$ cat src/rtl/pipe_skid_stage_pkg.sv
// Shared stage-bundle types for the 5-stage core pipeline registers.
// DATA_W of each pipe_skid_stage instance is set with $bits() of these bundles.
package pipe_pkg;

    // addi x0, x0, 0
    localparam logic [31:0] NOP_INSTR = 32'h0000_0013;

    typedef struct packed {
        logic [31:0] pc;
        logic [31:0] instr;
    } if_id_t;

    typedef struct packed {
        logic [31:0] pc;
        logic [31:0] rs1_val;
        logic [31:0] rs2_val;
        logic [31:0] imm;
        logic [4:0]  rd;
        logic [7:0]  ctrl;
    } id_ex_t;

    typedef struct packed {
        logic [31:0] alu_result;
        logic [31:0] store_data;
        logic [4:0]  rd;
        logic [7:0]  ctrl;
    } ex_mem_t;

    typedef struct packed {
        logic [31:0] wb_data;
        logic [4:0]  rd;
        logic        reg_write;
    } mem_wb_t;

    // Bubble bundle for IF/ID: keeps the pc for debug, injects a NOP.
    function automatic if_id_t if_id_bubble(input logic [31:0] pc);
        if_id_t b;
        b.pc    = pc;
        b.instr = NOP_INSTR;
        return b;
    endfunction

endpackage

$ cat src/rtl/pipe_skid_stage_sat_counter.sv
// Saturating up-counter with synchronous active-low clear.
module sat_counter #(
    parameter int unsigned W = 16
) (
    input  logic         clk_i,
    input  logic         clr_n_i,
    input  logic         en_i,
    output logic [W-1:0] count_o
);

    logic [W-1:0] count_q;
    logic [W-1:0] count_d;

    // Increment when enabled, sticking at all-ones.
    always_comb begin
        count_d = count_q;
        if (en_i && (count_q != {W{1'b1}})) begin
            count_d = count_q + W'(1);
        end
    end

    // Count register; clear is sampled on the clock edge.
    always_ff @(posedge clk_i) begin
        if (!clr_n_i) begin
            count_q <= '0;
        end else begin
            count_q <= count_d;
        end
    end

    assign count_o = count_q;

endmodule

$ cat src/rtl/pipe_skid_stage.sv
// Elastic pipeline-stage register: main reg drives the outputs, a one-deep
// skid reg absorbs the beat that arrives in the cycle downstream stalls.
// in_ready is registered, so out_ready never reaches in_ready combinationally.
module pipe_skid_stage
    import pipe_pkg::*;
#(
    parameter int unsigned DATA_W         = 32,
    parameter bit          CLEAR_ON_FLUSH = 1'b1,
    parameter int unsigned CNT_W          = 16
) (
    input  logic              clk,
    input  logic              reset_n,
    input  logic              flush,
    input  logic              in_valid,
    output logic              in_ready,
    input  logic [DATA_W-1:0] in_data,
    output logic              out_valid,
    input  logic              out_ready,
    output logic [DATA_W-1:0] out_data,
    output logic [CNT_W-1:0]  stall_cycles
);

    logic              out_valid_q, out_valid_d;
    logic [DATA_W-1:0] out_data_q,  out_data_d;
    logic              skid_valid_q, skid_valid_d;
    logic [DATA_W-1:0] skid_data_q,  skid_data_d;
    logic              in_ready_q,  in_ready_d;

    logic acc;
    logic pop;

    assign acc = in_valid & in_ready_q;
    assign pop = out_valid_q & out_ready;

    // Next-state for main/skid storage; flush overrides any handshake.
    always_comb begin
        out_valid_d  = out_valid_q;
        out_data_d   = out_data_q;
        skid_valid_d = skid_valid_q;
        skid_data_d  = skid_data_q;

        if (flush) begin
            out_valid_d  = 1'b0;
            skid_valid_d = 1'b0;
            if (CLEAR_ON_FLUSH) begin
                out_data_d  = '0;
                skid_data_d = '0;
            end
        end else if (!out_valid_q || pop) begin
            if (skid_valid_q) begin
                // in_ready_q is low whenever skid is full, so acc cannot fire here.
                out_valid_d  = 1'b1;
                out_data_d   = skid_data_q;
                skid_valid_d = 1'b0;
            end else begin
                out_valid_d = acc;
                if (acc) begin
                    out_data_d = in_data;
                end
            end
        end else if (acc) begin
            skid_valid_d = 1'b1;
            skid_data_d  = in_data;
        end

        in_ready_d = ~skid_valid_d;
    end

    // Storage registers with synchronous reset taking priority over flush.
    always_ff @(posedge clk) begin
        if (!reset_n) begin
            out_valid_q  <= 1'b0;
            out_data_q   <= '0;
            skid_valid_q <= 1'b0;
            skid_data_q  <= '0;
            in_ready_q   <= 1'b1;
        end else begin
            out_valid_q  <= out_valid_d;
            out_data_q   <= out_data_d;
            skid_valid_q <= skid_valid_d;
            skid_data_q  <= skid_data_d;
            in_ready_q   <= in_ready_d;
        end
    end

    sat_counter #(
        .W (CNT_W)
    ) u_stall_cnt (
        .clk_i   (clk),
        .clr_n_i (reset_n),
        .en_i    (out_valid_q & ~out_ready),
        .count_o (stall_cycles)
    );

    assign in_ready  = in_ready_q;
    assign out_valid = out_valid_q;
    assign out_data  = out_data_q;

endmodule
$ cat config.mk
export PLATFORM = sky130hd
export DESIGN_NAME = pipe_skid_stage
export DESIGN_NICKNAME = d
export VERILOG_FILES = /design/src/rtl/pipe_skid_stage_pkg.sv /design/src/rtl/pipe_skid_stage_sat_counter.sv /design/src/rtl/pipe_skid_stage.sv
export SDC_FILE = /design/constraint.sdc
export NUM_CORES = 1
export LEC_CHECK = 0
export ABC_CLOCK_PERIOD_IN_PS = 1970
export CAP_MARGIN = 15
export CORE_ASPECT_RATIO = 0.75
export CORE_MARGIN = 1
export CORE_UTILIZATION = 25
export CTS_CLUSTER_SIZE = 24
export DETAILED_ROUTE_END_ITERATION = 12
export PLACE_DENSITY = 0.5
export SLEW_MARGIN = 20
export SYNTH_ARGS = -nofsm -noshare
export SYNTH_HDL_FRONTEND = slang
export SYNTH_SLANG_ARGS = --single-unit
export TNS_END_PERCENT = 1
$ cat constraint.sdc
create_clock -name clk -period 1.97 [get_ports clk]
set_input_delay 0.394 -clock clk [delete_from_list [all_inputs] [get_ports clk]]
set_output_delay 0.394 -clock clk [all_outputs]
set_load 0.02 [all_outputs]
==> metrics, run 1 <==
maximum number of pins on one net before global-route repair 66; sequential fraction of the synthesis area about half; Area Growth Syn to Fin 42.1%; Avg Synthesized Cell Area 8.84 um^2; antenna cells 0; worst-case vdd ir drop roughly 500 uV; multiplexer fraction of the synthesized cell area about a tenth; number of nets in the layout about 510; number of antenna violations at the first check in global routing 0; number of cells on the worst reg-to-reg path 5; vias in the first global route between 2000 and 3000; Min Clock Period, post-route approximately 1900 ps; Top delay family on crit path buffers and inverters; number of max-slew violations in the final report 0; total buffers and inverters traversed by the critical path 1; stage delay of the slowest cell on the critical path approximately 670 ps; clk_skew ~3.3 ps; total number of clock tree sinks a little over 80; number of instances in the placed design 631; total design power 4.14 mW; Min-Delay Path Class flop to flop; kind of start point of the critical path flop; number of I/O port buffers 86; worst-skew pair later-pin latency around 330 ps; deepest clock path buffer count 2; fraction of final layout cells with drive strength greater than 1 7.58%; hold-critical path depth 2; worst endpoint data arrival time approximately 1500 ps; number of failing hold endpoints at the final stage 0; critical path depth 1; worst rel slew slack a little under three quarters; Ports 87; detail-routed via count per cell around 4.7; busiest metal layer after global routing met2; placement row count 36; CP max-delay cell sky130_fd_sc_hd__clkdlybuf4s50_1; DIE WIDTH 138 um; post-cts sizing count 0; number of CTS-inserted buffers 9; compound-cell area share of the yosys netlist 16.3%; average routed wire per standard cell around 14 um; total setup buffers inserted after CTS 0; leakage power figure approximately 1.6 nW; final clock period utilization by the worst path 95.7%; clock transition at the registers of the reported paths roughly 60 ps; post-synthesis share of cell area spent on and, or, nand and nor gates between 20 and 25%; DRC violation count after routing 0; count of H-tree levels built during CTS 3; setup-violating endpoint count in the final report 0; XOR/XNOR share of the synthesized area 0%; GR Layer Usage met1 18.7%; iteration-0 DRC count of the detailed router 99; status complete, no violations; Std-Cell Core Area roughly 13000 um^2; aggregate global-route resource usage between 10% and 20%; total via count after detailed routing roughly 3000; Yosys warning total 0; Max Freq 531 MHz; clock tree root buffer cell sky130_fd_sc_hd__clkbuf_16; RePlAce Congestion between 0.8 and 0.9; total wire length 9.03 mm; Max Cap Violations 0; largest fanout of any net on the critical path 7; global route total overflow 0; half-perimeter wire length of the detailed placement result 6.11 mm; net count after synthesis roughly 430; Non-Filler Instances between 600 and 700; global routing usage on met3 under 10%; met2 usage around a fifth; first-pass detailed-route iteration total 4; overall die height 104 um; setup repair after global routing missed its margin false; Worst Max-Slew Pin Slew around 420 ps; remaining antenna violation count after routing 0; critical path required time 1580 ps; count of hold-fix buffers inserted at cts 0; main combinational cell family by area after synthesis simple AND/OR/NAND/NOR gates; first-pass GRT wire length approximately 15 mm; cell area after synthesis about 3500 um^2; clock tree from TritonCTS yes; endpoint kind of the worst setup timing path output port; Post-Syn Instances 391; initial core utilization 26.1%; path type of the worst setup path flop to output port; cell breakdown of the critical path clkdlybuf4s50_1; Cell Pwr Density between 800 and 900 nW/um^2; post-synthesis sequential element count between 80 and 90; number of distinct library cell variants in the gate-level netlist after synthesis 35; DIE AREA 14300 um^2; share of synthesized cell area in full adder, half adder and majority cells less than 1%
## Yosys cell counts
cell	count	area, um^2
sky130_fd_sc_hd__buf_6	3	33.8
sky130_fd_sc_hd__and3_1	3	18.8
sky130_fd_sc_hd__nor4_4	1	21.3
sky130_fd_sc_hd__nor4b_1	1	8.76
sky130_fd_sc_hd__o211ai_1	2	15.0
sky130_fd_sc_hd__nor2b_2	1	8.76
sky130_fd_sc_hd__nand4_4	1	21.3
sky130_fd_sc_hd__or2b_1	1	7.51
sky130_fd_sc_hd__buf_4	1	7.51
sky130_fd_sc_hd__nor2_1	33	124
sky130_fd_sc_hd__and2_1	1	6.26
sky130_fd_sc_hd__nand3_2	2	20.0
sky130_fd_sc_hd__nand4_2	1	12.5
sky130_fd_sc_hd__nor4_1	2	12.5
sky130_fd_sc_hd__buf_2	7	35.0
sky130_fd_sc_hd__clkbuf_1	17	63.8
sky130_fd_sc_hd__o31ai_1	6	45.0
sky130_fd_sc_hd__a21oi_1	44	220
sky130_fd_sc_hd__o21ai_0	5	25.0
sky130_fd_sc_hd__nor2_2	1	6.26
sky130_fd_sc_hd__and4_1	1	8.76
sky130_fd_sc_hd__nand3_1	2	10.0
sky130_fd_sc_hd__or4_1	6	45.0
sky130_fd_sc_hd__nand2_1	76	285
sky130_fd_sc_hd__nor3_1	3	15.0
sky130_fd_sc_hd__a211oi_1	33	248
sky130_fd_sc_hd__dfxtp_1	83	1660
sky130_fd_sc_hd__o211a_1	1	10.0
sky130_fd_sc_hd__or3_1	6	37.5
sky130_fd_sc_hd__nand2b_1	4	25.0
sky130_fd_sc_hd__nand4_1	3	18.8
sky130_fd_sc_hd__inv_1	3	11.3
sky130_fd_sc_hd__mux2i_1	35	350
sky130_fd_sc_hd__buf_1	1	3.75
sky130_fd_sc_hd__ha_1	1	12.5
## path summary, 6_finish.rpt
| check | slack [ps] | from | endpoint |
|---|---|---|---|
| setup / recovery | 90 | u_stall_cnt.count_o[12]$_SDFFE_PN0P_ | stall_cycles[12] |
| hold / removal | 450 | skid_data_q[17]$_SDFFE_PP0P_ | skid_data_q[17]$_SDFFE_PP0P_ |
| setup reg to reg | 240 | u_stall_cnt.count_o[0]$_SDFFE_PN0P_ | u_stall_cnt.count_o[14]$_SDFFE_PN0P_ |
| hold reg to reg | 450 | skid_data_q[17]$_SDFFE_PP0P_ | skid_data_q[17]$_SDFFE_PP0P_ |
## cell type report
cell class | instances | area (um^2)
Multi-Input combinational cell | 276 | 1650
Sequential cell | 83 | 1660
Timing Repair Buffer | 98 | 1010
Clock inverter | 6 | 138
Clock buffer | 9 | 225
Fill cell | 1369 | 8330
Tap cell | 171 | 214
Inverter | 3 | 11.3
## cell families (layout without fill, tap and decap cells)
kind of cell | Yosys count | count (layout)
buf+inv | 32 | 116
compound gates | 91 | 91
flops | 83 | 83
simple gates | 149 | 149
fa+ha+maj | 1 | 1
mux | 35 | 35
## where the power goes
part | total (mW) | switching (mW) | internal, mW
Combinational | 0.356 | 0.179 | 0.177
Clock | 2.05 | 0.679 | 1.37
Sequential | 1.73 | 0.0211 | 1.71
Total | 4.14 | 0.879 | 3.26
## layout by cell type, fill, tap and decap left out, types with 2 or more instances in the layout
cell	count
sky130_fd_sc_hd__clkdlybuf4s50_1	86
sky130_fd_sc_hd__dfxtp_1	82
sky130_fd_sc_hd__nand2_1	76
sky130_fd_sc_hd__a21oi_1	44
sky130_fd_sc_hd__mux2i_1	35
sky130_fd_sc_hd__nor2_1	33
sky130_fd_sc_hd__a211oi_1	33
sky130_fd_sc_hd__clkbuf_16	9
sky130_fd_sc_hd__buf_4	7
sky130_fd_sc_hd__o31ai_1	6
sky130_fd_sc_hd__or4_1	6
sky130_fd_sc_hd__or3_1	6
sky130_fd_sc_hd__o21ai_0	5
sky130_fd_sc_hd__buf_12	5
sky130_fd_sc_hd__bufinv_16	4
sky130_fd_sc_hd__and3_1	3
sky130_fd_sc_hd__nand2b_1	3
sky130_fd_sc_hd__nand4_1	3
sky130_fd_sc_hd__nor3_1	3
sky130_fd_sc_hd__inv_1	3
sky130_fd_sc_hd__nand3_1	2
sky130_fd_sc_hd__nand3_2	2
sky130_fd_sc_hd__nor4_1	2
sky130_fd_sc_hd__o211ai_1	2
## state kept, by name (all words and copies together), names as in the netlist
| name | cells |
|---|---|
| out_data | 32 |
| skid_data_q | 32 |
| u_stall_cnt.count_o | 16 |
| in_ready | 1 |
| out_valid | 1 |
| skid_valid_q | 1 |
## layer usage
layer / share of wire, % / wire length [um]
met3: 4.9 / 444
met2: 43 / 3910
met5: 0 / 0
met1: 51 / 4570
met4: 1.1 / 102
## per-stage QoR
step	setup TNS, ps	instance area [um^2]	setup slack (ps)	hold slack [ps]	utilization, %
3_5_place_dp	-136	4550	-90.4	448	34.3
3_3_place_gp	-50.4	4550	-50.4	441	34.3
2_1_floorplan	0	3460	262	436	-
4_1_cts	0	4910	52.8	456	37.1
6_report	0	4910	85.4	453	37.1
5_1_grt	0	4910	38.4	469	37.1
(Power assumes the default switching activity.)
==> inputs of run 2 (changes only) <==
Settings changed: CORE_MARGIN 1 to not set.
==> results of run 2 <==
The final DEF is identical to that of run 1; final timing and power are the same.
==> inputs of run 3 (changes only) <==
Settings changed: CTS_CLUSTER_DIAMETER set to 100, PLACE_DENSITY 0.5 to 0.53.
==> metrics, run 3 (synthesis gave the netlist of run 1 again) <==
status complete, no violations; half-perimeter wire length of the detailed placement result between 6 and 7 mm; global routing usage on met3 under 10%; worst rel slew slack between 70% and 80%; path type of the worst setup path flop to output port; placement row count 36; setup repair after global routing missed its margin false; total wire length 9.00 mm; clock tree root buffer cell sky130_fd_sc_hd__clkbuf_16; busiest metal layer after global routing met2; DIE AREA between 10000 and 15000 um^2; stage delay of the slowest cell on the critical path between 600 and 700 ps; Filler cells 1362; Min-Delay Path Class flop to flop; antenna cells 0; fraction of final layout cells with drive strength greater than 1 8.33%; Top delay family on crit path buffers and inverters; number of failing hold endpoints at the final stage 0; Cell Pwr Density between 700 and 800 nW/um^2; clk_skew 5.29 ps; commonest non-fill, non-tap cells in the layout sky130_fd_sc_hd__clkdlybuf4s50_1 (86), sky130_fd_sc_hd__dfxtp_1 (82), sky130_fd_sc_hd__nand2_1 (76); cell breakdown of the critical path clkdlybuf4s50_1; number of cells on the worst reg-to-reg path 6; setup slack of the most critical reg-to-reg path 220 ps; number of antenna violations at the first check in global routing 0; kind of start point of the critical path flop; clock tree from TritonCTS yes; iteration-0 DRC count of the detailed router 138; Std-Cell Core Area ~13000 um^2; total buffers and inverters traversed by the critical path 1; number of max-slew violations in the final report 0; vias in the first global route 2881; Worst Max-Slew Pin Slew roughly 420 ps; pre-CTS setup slack -114 ps; final critical-path setup slack 86.0 ps; critical path required time 1580 ps; CP max-delay cell sky130_fd_sc_hd__clkdlybuf4s50_1; Max Freq 531 MHz; overall die height between 100 and 150 um; worst-skew pair later-pin latency 330 ps; global route total overflow 0; Max Cap Violations 0; post-cts sizing count 0; endpoint kind of the worst setup timing path output port; detail-routed via count per cell ~4.7; largest fanout of any net on the critical path 7; final clock period utilization by the worst path 95.6%; Worst Hold Launch skid_data_q[11]$_SDFFE_PP0P_; hold-critical path depth 2; Min Clock Period, post-route between 1500 and 2000 ps; number of nets in the layout 513; aggregate global-route resource usage 13.3%; met2 usage between 10% and 20%; GR Layer Usage met1 between 10% and 20%; DRC violation count after routing 0; Ports slightly below 90; maximum number of pins on one net before global-route repair 45; initial core utilization about a quarter; average routed wire per standard cell between 10 and 15 um; number of I/O port buffers between 80 and 90; launch instance of the worst register-to-register path u_stall_cnt.count_o[0]$_SDFFE_PN0P_; first-pass detailed-route iteration total 4; worst endpoint data arrival time 1490 ps; hold-critical path endpoint skid_data_q[11]$_SDFFE_PP0P_; worst hold margin 453 ps; remaining antenna violation count after routing 0; Area Growth Syn to Fin 39.9%; total setup buffers inserted after CTS 0; deepest clock path buffer count 2; clock transition at the registers of the reported paths about 60 ps; total via count after detailed routing between 3000 and 4000; count of hold-fix buffers inserted at cts 0; RePlAce Congestion 0.857; count of H-tree levels built during CTS 3; first-pass GRT wire length around 15 mm; total number of clock tree sinks a little over 80; setup-violating endpoint count in the final report 0; DIE WIDTH ~140 um; number of CTS-inserted buffers 9; Critical R2R Capture u_stall_cnt.count_o[14]$_SDFFE_PN0P_; leakage power figure around 1.6 nW; worst-case vdd ir drop 405 uV; most frequent standard cell in the layout excluding fill and tap cells sky130_fd_sc_hd__clkdlybuf4s50_1
[run 3: cell count changes in the layout (fill, tap and decap cells not counted), moves of 2 or more]
cell and delta:
sky130_fd_sc_hd__clkbuf_8 +2, sky130_fd_sc_hd__bufinv_16 -4, sky130_fd_sc_hd__buf_12 -2, sky130_fd_sc_hd__clkinv_2 +2, sky130_fd_sc_hd__buf_4 +6, sky130_fd_sc_hd__clkinvlp_4 +2
[run 3: metrics by stage]
step	setup TNS, ps	power, mW	utilization (%)	area [um^2]	instances
6_report	0	3.65	36.5	4830	651
5_1_grt	0	3.81	36.5	4830	651
4_1_cts	0	3.72	36.5	4830	651
3_5_place_dp	-578	2.13	34.4	4550	635
3_3_place_gp	-96.8	2.12	34.4	4550	635
2_1_floorplan	0	1.93	-	3460	391
[run 3: worst max path at each step]
stage | start | to | slack [ps] | cells after the start
floorplan | u_stall_cnt.count_o[0]$_SDFFE_PN0P_ | u_stall_cnt.count_o[12]$_SDFFE_PN0P_ | 260 | 5
global placement | out_ready | u_stall_cnt.count_o[15]$_SDFFE_PN0P_ | -60 | 5
CTS | u_stall_cnt.count_o[12]$_SDFFE_PN0P_ | stall_cycles[12] | 50 | 1
detailed placement | out_ready | u_stall_cnt.count_o[15]$_SDFFE_PN0P_ | -110 | 5
global route | u_stall_cnt.count_o[12]$_SDFFE_PN0P_ | stall_cycles[12] | 30 | 1
finish | u_stall_cnt.count_o[12]$_SDFFE_PN0P_ | stall_cycles[12] | 90 | 1
[run 3: layer usage]
metal	vias to the layer above	routed length (um)
li1	1547	-
met1	1410	4540
met2	62	3840
met3	14	439
met4	0	172
met5	-	0
[run 3: cell type report]
type / count / area (um^2) / area share, %
Multi-Input combinational cell: 276 / 1650 / 34.1
Sequential cell: 83 / 1660 / 34.4
Clock buffer: 12 / 256 / 5.31
Tap cell: 171 / 214 / 4.43
Inverter: 3 / 11.3 / 0.233
Clock inverter: 4 / 25.0 / 0.518
Timing Repair Buffer: 102 / 1020 / 21.1
[run 3: report_power, final]
| part | leakage (nW) | switching (mW) | internal, mW |
|---|---|---|---|
| logic | 0.789 | 0.178 | 0.173 |
| registers | 0.674 | 0.0209 | 1.71 |
| clock network | 0.135 | 0.650 | 0.918 |
